### config.mk
export PLATFORM = sky130hd
export DESIGN_NAME = demux2_stream
export DESIGN_NICKNAME = d
export VERILOG_FILES = /design/src/rtl/demux2_stream.sv
export SDC_FILE = /design/constraint.sdc
export NUM_CORES = 1
export LEC_CHECK = 0
export ABC_AREA = 1
export CAP_MARGIN = 5
export CELL_PAD_IN_SITES_DETAIL_PLACEMENT = 0
export CELL_PAD_IN_SITES_GLOBAL_PLACEMENT = 1
export CORE_UTILIZATION = 38
export CTS_BUF_LIST = sky130_fd_sc_hd__clkbuf_4 sky130_fd_sc_hd__clkbuf_8
export DETAILED_ROUTE_END_ITERATION = 10
export PLACE_DENSITY_LB_ADDON = 0.2
export REMOVE_ABC_BUFFERS = 1
export SETUP_SLACK_MARGIN = 0.05
export SKIP_CTS_REPAIR_TIMING = 1
export SLEW_MARGIN = 30
export SYNTH_ARGS = -nofsm -noshare
export SYNTH_HDL_FRONTEND = slang
export SYNTH_SLANG_ARGS = --single-unit
### constraint.sdc
create_clock -name clk -period 1.45 [get_ports clk]
set_input_delay 0.29 -clock clk [delete_from_list [all_inputs] [get_ports clk]]
set_output_delay 0.29 -clock clk [all_outputs]
set_load 0.02 [all_outputs]
### src/rtl/demux2_stream.sv
// demux2_stream: routes one input stream into two independent channels.
// Each channel owns a 2-entry register FIFO and a push counter; the input
// handshake looks only at the FIFO currently selected by s.

// Per-channel 2-entry in-order FIFO with occupancy FSM and push counter.
module demux2_stream_chan #(
   parameter int WIDTH = 8,
   parameter int CNTW  = 8
) (
   input  logic             clk,
   input  logic             rst_n,
   input  logic             push,
   input  logic [WIDTH-1:0] d,
   input  logic             ready,
   output logic             full,
   output logic             valid,
   output logic [WIDTH-1:0] y,
   output logic [CNTW-1:0]  cnt
);

   typedef enum logic [1:0] {EMPTY = 2'd0, ONE = 2'd1, FULL = 2'd2} occ_t;

   occ_t             occ;
   logic [WIDTH-1:0] head;
   logic [WIDTH-1:0] tail;
   logic             pop;

   // Valid/full come straight from the registered occupancy, so there is
   // never a combinational path from d to y.
   assign valid = (occ != EMPTY);
   assign full  = (occ == FULL);
   assign pop   = valid & ready;
   assign y     = head;

   // Occupancy FSM; head is kept at zero whenever the FIFO is empty.
   always_ff @(posedge clk) begin
      if (!rst_n) begin
         occ  <= EMPTY;
         head <= '0;
         tail <= '0;
      end else begin
         case (occ)
            EMPTY: begin
               if (push) begin
                  occ  <= ONE;
                  head <= d;
               end
            end
            ONE: begin
               if (push && pop) begin
                  head <= d;
               end else if (push) begin
                  occ  <= FULL;
                  tail <= d;
               end else if (pop) begin
                  occ  <= EMPTY;
                  head <= '0;
               end
            end
            FULL: begin
               // A push is never accepted here, even if popped this cycle.
               if (pop) begin
                  occ  <= ONE;
                  head <= tail;
                  tail <= '0;
               end
            end
            default: begin
               occ  <= EMPTY;
               head <= '0;
               tail <= '0;
            end
         endcase
      end
   end

   // Push counter, wraps naturally at 2^CNTW; pops do not affect it.
   always_ff @(posedge clk) begin
      if (!rst_n)    cnt <= '0;
      else if (push) cnt <= cnt + CNTW'(1);
   end

endmodule

// Top: select-driven demux in front of two channel FIFOs.
module demux2_stream #(
   parameter int WIDTH = 8,
   parameter int CNTW  = 8
) (
   input  logic             clk,
   input  logic             rst_n,
   input  logic [WIDTH-1:0] d,
   input  logic             s,
   input  logic             in_valid,
   output logic             in_ready,
   output logic [WIDTH-1:0] y0,
   output logic             y0_valid,
   input  logic             y0_ready,
   output logic [WIDTH-1:0] y1,
   output logic             y1_valid,
   input  logic             y1_ready,
   output logic [CNTW-1:0]  cnt0,
   output logic [CNTW-1:0]  cnt1
);

   localparam int NUM_CH = 2;

   logic [NUM_CH-1:0]            sel;
   logic [NUM_CH-1:0]            push;
   logic [NUM_CH-1:0]            full;
   logic [NUM_CH-1:0]            valid;
   logic [NUM_CH-1:0]            ready;
   logic [NUM_CH-1:0][WIDTH-1:0] y;
   logic [NUM_CH-1:0][CNTW-1:0]  cnt;

   // in_ready tracks only the selected FIFO, so changing s re-evaluates it
   // in the same cycle; consumer readies are deliberately not involved.
   assign sel      = {s, ~s};
   assign in_ready = ~full[s];
   assign push     = sel & {NUM_CH{in_valid & in_ready}};
   assign ready    = {y1_ready, y0_ready};

   genvar k;
   generate
      for (k = 0; k < NUM_CH; k++) begin : g_ch
         demux2_stream_chan #(.WIDTH(WIDTH), .CNTW(CNTW)) u_chan (
            .clk   (clk),
            .rst_n (rst_n),
            .push  (push[k]),
            .d     (d),
            .ready (ready[k]),
            .full  (full[k]),
            .valid (valid[k]),
            .y     (y[k]),
            .cnt   (cnt[k])
         );
      end
   endgenerate

   assign y0       = y[0];
   assign y1       = y[1];
   assign y0_valid = valid[0];
   assign y1_valid = valid[1];
   assign cnt0     = cnt[0];
   assign cnt1     = cnt[1];

endmodule

==> results of run 1 <==
==> power groups by stage <==
| stage | Combinational [mW] | Sequential [mW] | Clock [mW] |
|---|---|---|---|
| after floorplan | 0.218 | 1.60 | 0 |
| after global placement | 0.530 | 1.55 | 0 |
| after detailed placement | 0.532 | 1.55 | 0 |
| after CTS | 0.534 | 1.52 | 0.944 |
| after global routing | 0.623 | 1.52 | 0.997 |
| final | 0.567 | 1.52 | 0.913 |
==> Yosys cell counts (2+ instances only) <==
cell      count  area share
clkbuf_1      4      0.0063
nand3_4       2       0.015
dfxtp_1      52        0.44
o21ai_0      13       0.027
nand2_4       2      0.0094
nor2_1       16       0.025
nand2_2       6       0.016
inv_1        22       0.035
xor2_1        2      0.0073
ha_1          2       0.010
nand3_1       4      0.0084
a21oi_1      54        0.11
nor3b_1       4       0.013
nor3_1       14       0.029
nand2_1     109        0.17
nand4_1       5       0.013
buf_6         3       0.014
o21a_1        2      0.0063
==> per-layer routing <==
layer	track usage	share of wire	vias to the layer above
met3	0.0371	0.047	7
met2	0.297	0.48	48
met5	0	0	-
li1	-	-	1240
met4	0.0482	0.011	0
met1	0.233	0.47	1086
==> logic make-up (layout without fill, tap and decap cells) <==
group | after synthesis | in the layout
compound gates | 71 | 71
fa+ha+maj | 2 | 2
flops | 52 | 52
simple gates | 167 | 167
xor+xnor | 2 | 2
buf+inv | 33 | 118
==> layout make-up <==
cell class / instances / share of cell area
Sequential cell: 52 / 0.297
Tap cell: 75 / 0.0266
Timing Repair Buffer: 85 / 0.253
Clock inverter: 3 / 0.00816
Inverter: 25 / 0.0273
Clock buffer: 5 / 0.0195
Multi-Input combinational cell: 242 / 0.369
==> worst paths after layout <==
| check | from | end | slack (ps) | cells past startpoint |
|---|---|---|---|---|
| worst max-delay path | g_ch[0].u_chan.occ[1] | g_ch[0].u_chan.y[2] | 40 | 9 |
| worst min-delay path | g_ch[0].u_chan.y[0] | g_ch[0].u_chan.y[0] | 460 | 2 |
| worst max register to register | g_ch[0].u_chan.occ[1] | g_ch[0].u_chan.y[2] | 40 | 9 |
| worst min register to register | g_ch[0].u_chan.y[0] | g_ch[0].u_chan.y[0] | 460 | 2 |
==> worst max-delay path: cells and delay by family, from the launching register on <==
kind,cells,cell delay (ps)
buffers and inverters,3,370
and+or+nand+nor,4,320
AOI/OAI and AO/OA,2,300
DFF,1,360
==> per-stage QoR <==
step | area (sq um) | setup TNS, ps
floorplan | 2330 | -18.3
global placement | 3170 | -10550
detailed placement | 3170 | -11410
CTS | 3260 | -5710
global route | 3530 | -603
finish | 3530 | 0
==> sequential cells by signal, summed over array words and instances (netlist names) <==
register,count
g_ch.u_chan.occ,4
g_ch.u_chan.tail,16
g_ch.u_chan.y,16
g_ch.u_chan.cnt,16
==> results.py, run 1 <==
metrics = {
    "power": {
        "p_sw_uw": 890,
        "max-vdd-ir-drop_mv": 0.541,
        "seqPwrFrac": 0.506,
        "powerDensity_nw_per_um2": 850,
        "switching_share": 0.297,
        "finalPower_mw": 3.00,
        "leakagePower_nw": 1.99,
        "power_frac_comb": 0.189,
        "power.share.clock": 0.305,
        "p_int_mw": 2.11,
    },
    "worst_setup_path": {
        "crit_required_ps": 1710,
        "cp_slowest_cell": "dfxtp_2",
        "cp.arrival_ps": 1670,
        "critical_path_class": "reg2reg",
        "crit_path_max_fanout": 8,
        "path_cells": "buf_4 > inv_1 > nand4_1 > o21bai_2 > buf_6 > nand2_1 > nand2_1 > nand2_1 > a21oi_2",
        "cp-start-kind": "flip-flop",
        "crit_top_cell": "nand2_1",
        "endpoint_kind": "flip-flop",
        "max_stage_delay_ps": 360,
    },
    "finish": {
        "seqCellArea_sq_um": 1050,
        "final_core_util": 0.589,
        "final_common_cell": "nand2_1",
        "antenna_cells": 0,
        "final_cell_mix": "nand2_1 (106), dfxtp_1 (48), a21oi_1 (43), dlymetal6s2s_1 (34), buf_4 (31)",
        "fin_cells": 487,
        "drive_above_1_share": 0.231,
        "nets": 427,
        "fillers": 580,
        "syn_to_final_growth_pct": 47.7,
        "multiInputGateArea_sq_um": 1300,
    },
    "die": {
        "ios": 49,
        "initial_core_util": 0.398,
        "die_h_microns": 81.3,
        "rows": 28,
        "die_area_sq_um": 6600,
        "die_w_microns": 81.3,
        "core_area_sq_um": 5990,
    },
    "timing": {
        "slew_headroom": 0.799,
        "clock_skew_ps": 8.90,
        "rsz0062_at_grt": "true",
        "hold_viol": 0,
        "setup_slack_ps": 38.2,
        "final-setup-viol-count": 0,
        "whs_ps": 464,
        "maxSlewViolCount": 0,
        "clock.fmax_mhz": 708,
        "min_period_ps": 1410,
        "min_period_over_period": 0.974,
        "worstMarginPinSlew_ps": 302,
    },
    "yosys": {
        "netlist_area_sq_um": 2390,
        "muxShareOfSynthArea": 0,
        "synthesis.instances": 327,
        "synth-xor-area-share": 0.00734,
        "ys.flop_type": "dfxtp_1",
        "synth_seq_area_share": 0.436,
        "synth-simple-area-share": 0.325,
        "synth_fa_ha_area_frac": 0.0105,
        "synth_area_per_cell_sq_um": 7.30,
        "synth-warning-count": 0,
        "synth_compound_area_frac": 0.158,
        "yosysUniqueCellTypes": 29,
        "synth_top_family_by_area": "simple AND/OR/NAND/NOR gates",
        "synth_seq_cells": 52,
        "synth_edf_count": 0,
        "async_flop_share": 0,
    },
    "detailed_routing": {
        "avgRoutedWirePerCell_microns": 11.7,
        "drt_iter0_drc": 90,
        "num_vias": 2381,
        "routed_wl_microns": 5710,
        "drc": 0,
        "first_pass_iters": 4,
        "via_per_inst": 4.89,
        "ant_nets": 0,
    },
    "global_routing": {
        "grt_use_total": 0.179,
        "grt_max_degree": 35,
        "grt_pass1_vias": 2058,
        "antenna_found_initial": 0,
        "grt_pass1_wl_microns": 9110,
        "grt-ovfl-total": 0,
    },
    "clock_network": {
        "numCtsBuffers": 5,
        "clockBufferDepth": 2,
        "clk_latency_ps": 310,
        "ctsHtreeMaxLevel": 2,
        "tritoncts": "built",
        "cts-root-buf": "clkbuf_8",
        "clk_pin_slew_ps": 110,
        "cts.sinks": 52,
    },
    "placed_design": {
        "globalplace.congestion": 0.777,
        "portBuffers": 48,
        "dp_hpwl_microns": 3940,
        "pre_cts_slack_ps": -461,
        "dp.cells": 473,
    },
    "run_status": {
        "status": "finished, final reports clean",
    },
    "hold_path": {
        "hold_path_class": "reg2reg",
    },
    "job": {
        "max_cap_violations": 0,
    },
}
Power figures use the tool's default switching activity.
==> run 2, diff against run 1 <==
- GPL_TIMING_DRIVEN: default -> 0
==> run 2 against run 1 <==
  * The run now ends with setup timing left
  * Sequential power is essentially flat
  * Register-to-register slack gained 50 ps
  * Critical path depth shrank 5
  * Combinational power shrank 12%
  * Clock-buffer cell count is the same
  * Via count shrank 4.3%
  * Cell area shrank 6.5%
  * Power shrank 4.2%
  * Critical path type is now reg2out
  * Largest power group unchanged
==> results.py, run 2 (synthesis gave the netlist of run 1 again) <==
metrics = {
    "detailed_routing": {
        "ant_nets": 0,
        "drt_iter0_drc": 90,
        "avgRoutedWirePerCell_microns": 12.1,
        "first_pass_iters": 4,
        "drc": 0,
        "routed_wl_microns": 5590,
        "via_per_inst": 4.94,
        "num_vias": 2278,
    },
    "worst_setup_path": {
        "timing.rr.end": "g_ch[0].u_chan.y[3]",
        "r2r_start": "g_ch[0].u_chan.occ[1]",
        "endpoint_kind": "output port",
        "r2r_setup_slack_ps": 90,
        "worstRegToRegCells": 7,
        "crit_path_max_fanout": 4,
        "crit_required_ps": 1160,
        "critical_path_class": "reg2out",
        "cp.arrival_ps": 1160,
        "cp-start-kind": "flip-flop",
    },
    "global_routing": {
        "grt_max_degree": 42,
        "grt-ovfl-total": 0,
        "grt_use_total": 0.166,
        "antenna_found_initial": 0,
        "grt_pass1_vias": 1915,
        "grt_pass1_wl_microns": 8530,
    },
    "timing": {
        "slew_headroom": 0.671,
        "maxSlewViolCount": 0,
        "setup_slack_ps": -4.47,
        "fin_tns_setup_ps": -4.47,
        "min_period_over_period": 1.00,
        "final-setup-viol-count": 1,
        "min_period_ps": 1450,
        "worstMarginPinSlew_ps": 492,
        "clock.fmax_mhz": 688,
        "rsz0062_at_grt": "true",
        "clock_skew_ps": 7.16,
        "hold_viol": 0,
    },
    "die": {
        "die_h_microns": 81.3,
        "ios": 49,
        "die_w_microns": 81.3,
        "die_area_sq_um": 6600,
        "initial_core_util": 0.398,
        "rows": 28,
        "core_area_sq_um": 5990,
    },
    "clock_network": {
        "ctsHtreeMaxLevel": 2,
        "numCtsBuffers": 5,
        "cts.sinks": 52,
        "clockBufferDepth": 2,
        "tritoncts": "built",
        "clk_latency_ps": 310,
        "cts-root-buf": "clkbuf_8",
        "clk_pin_slew_ps": 100,
    },
    "finish": {
        "fillers": 582,
        "fin_area_sq_um": 3300,
        "final_cell_mix": "nand2_1 (107), dfxtp_1 (48), a21oi_1 (47), dlymetal6s2s_1 (36), inv_1 (16)",
        "syn_to_final_growth_pct": 38.1,
        "final_common_cell": "nand2_1",
        "nets": 401,
        "drive_above_1_share": 0.174,
        "antenna_cells": 0,
    },
    "power": {
        "max-vdd-ir-drop_mv": 0.506,
        "powerDensity_nw_per_um2": 870,
        "leakagePower_nw": 1.84,
        "finalPower_mw": 2.87,
    },
    "placed_design": {
        "placed_area_sq_um": 2910,
        "portBuffers": 48,
        "dp_hpwl_microns": 3660,
        "globalplace.congestion": 0.748,
    },
    "hold_path": {
        "hold_path_end": "g_ch[0].u_chan.cnt[1]",
        "hold_path_class": "in2reg",
        "min_path_cells": 3,
        "hp-start": "in_valid",
    },
    "run_status": {
        "violations": "setup timing",
        "status": "finished with violations",
    },
    "job": {
        "max_cap_violations": 0,
    },
}
## run 2: cell count changes in the layout (fill, tap and decap cells not counted), moves of 3 or more
cell | before | now
nand2_2 | 8 | 4
inv_4 | 1 | 5
dfxtp_2 | 4 | 0
a21oi_2 | 11 | 7
dfxtp_4 | 0 | 4
buf_6 | 6 | 2
inv_1 | 19 | 16
a21oi_1 | 43 | 47
nand2_4 | 2 | 6
buf_4 | 31 | 9
## run 2: cell type report
type,count,area [sq um],area share
clock buffer,5,68.8,0.0209
clock inverter,3,22.5,0.00683
inverter,25,110,0.0334
multi-input combinational,243,1310,0.396
sequential,52,1060,0.320
tap,75,93.8,0.0285
timing repair buffer,58,641,0.194
## run 2: critical path, cell delays in order (launching register included)
cell	delay (ps)
dfxtp_4	360
buf_4	150
nor2_4	120
inv_2	60
buf_2	160
## run 2: per-layer routing
metal / vias up / GRT usage / part of all wire
li1: 1187 / - / -
met1: 1043 / 0.216 / 0.46
met2: 42 / 0.276 / 0.49
met3: 6 / 0.0348 / 0.041
met4: 0 / 0.0482 / 0.012
met5: - / 0 / 0
## run 2: power breakdown
part           leakage, nW  total (mW)  switching [mW]  internal (mW)
clock               0.0485       0.854           0.507          0.347
sequential           0.426        1.52          0.0364           1.48
combinational         1.37       0.500           0.297          0.204
## run 2: how the worst max path moves through the flow
stage / endpoint / cells past startpoint / slack [ps] / startpoint
after floorplan: in_ready / 4 / -20 / g_ch[1].u_chan.occ[0]
after global placement: g_ch[1].u_chan.cnt[3] / 4 / -960 / rst_n
after detailed placement: in_ready / 4 / -620 / s
after CTS: in_ready / 5 / -850 / g_ch[1].u_chan.occ[0]
after global routing: y1_valid / 4 / -60 / g_ch[1].u_chan.occ[0]
final: y1_valid / 4 / -4 / g_ch[1].u_chan.occ[0]
## run 2: stage by stage
| stage | worst slack, ps | std cells | hold slack (ps) | utilization |
|---|---|---|---|---|
| final | -4.47 | 461 | 445 | 0.550 |
| after global routing | -55.9 | 461 | 479 | 0.550 |
| after CTS | -849 | 450 | 471 | 0.501 |
| after detailed placement | -616 | 442 | 454 | 0.485 |
| after global placement | -962 | 442 | 448 | 0.485 |
| after floorplan | -18.3 | 319 | 410 | - |
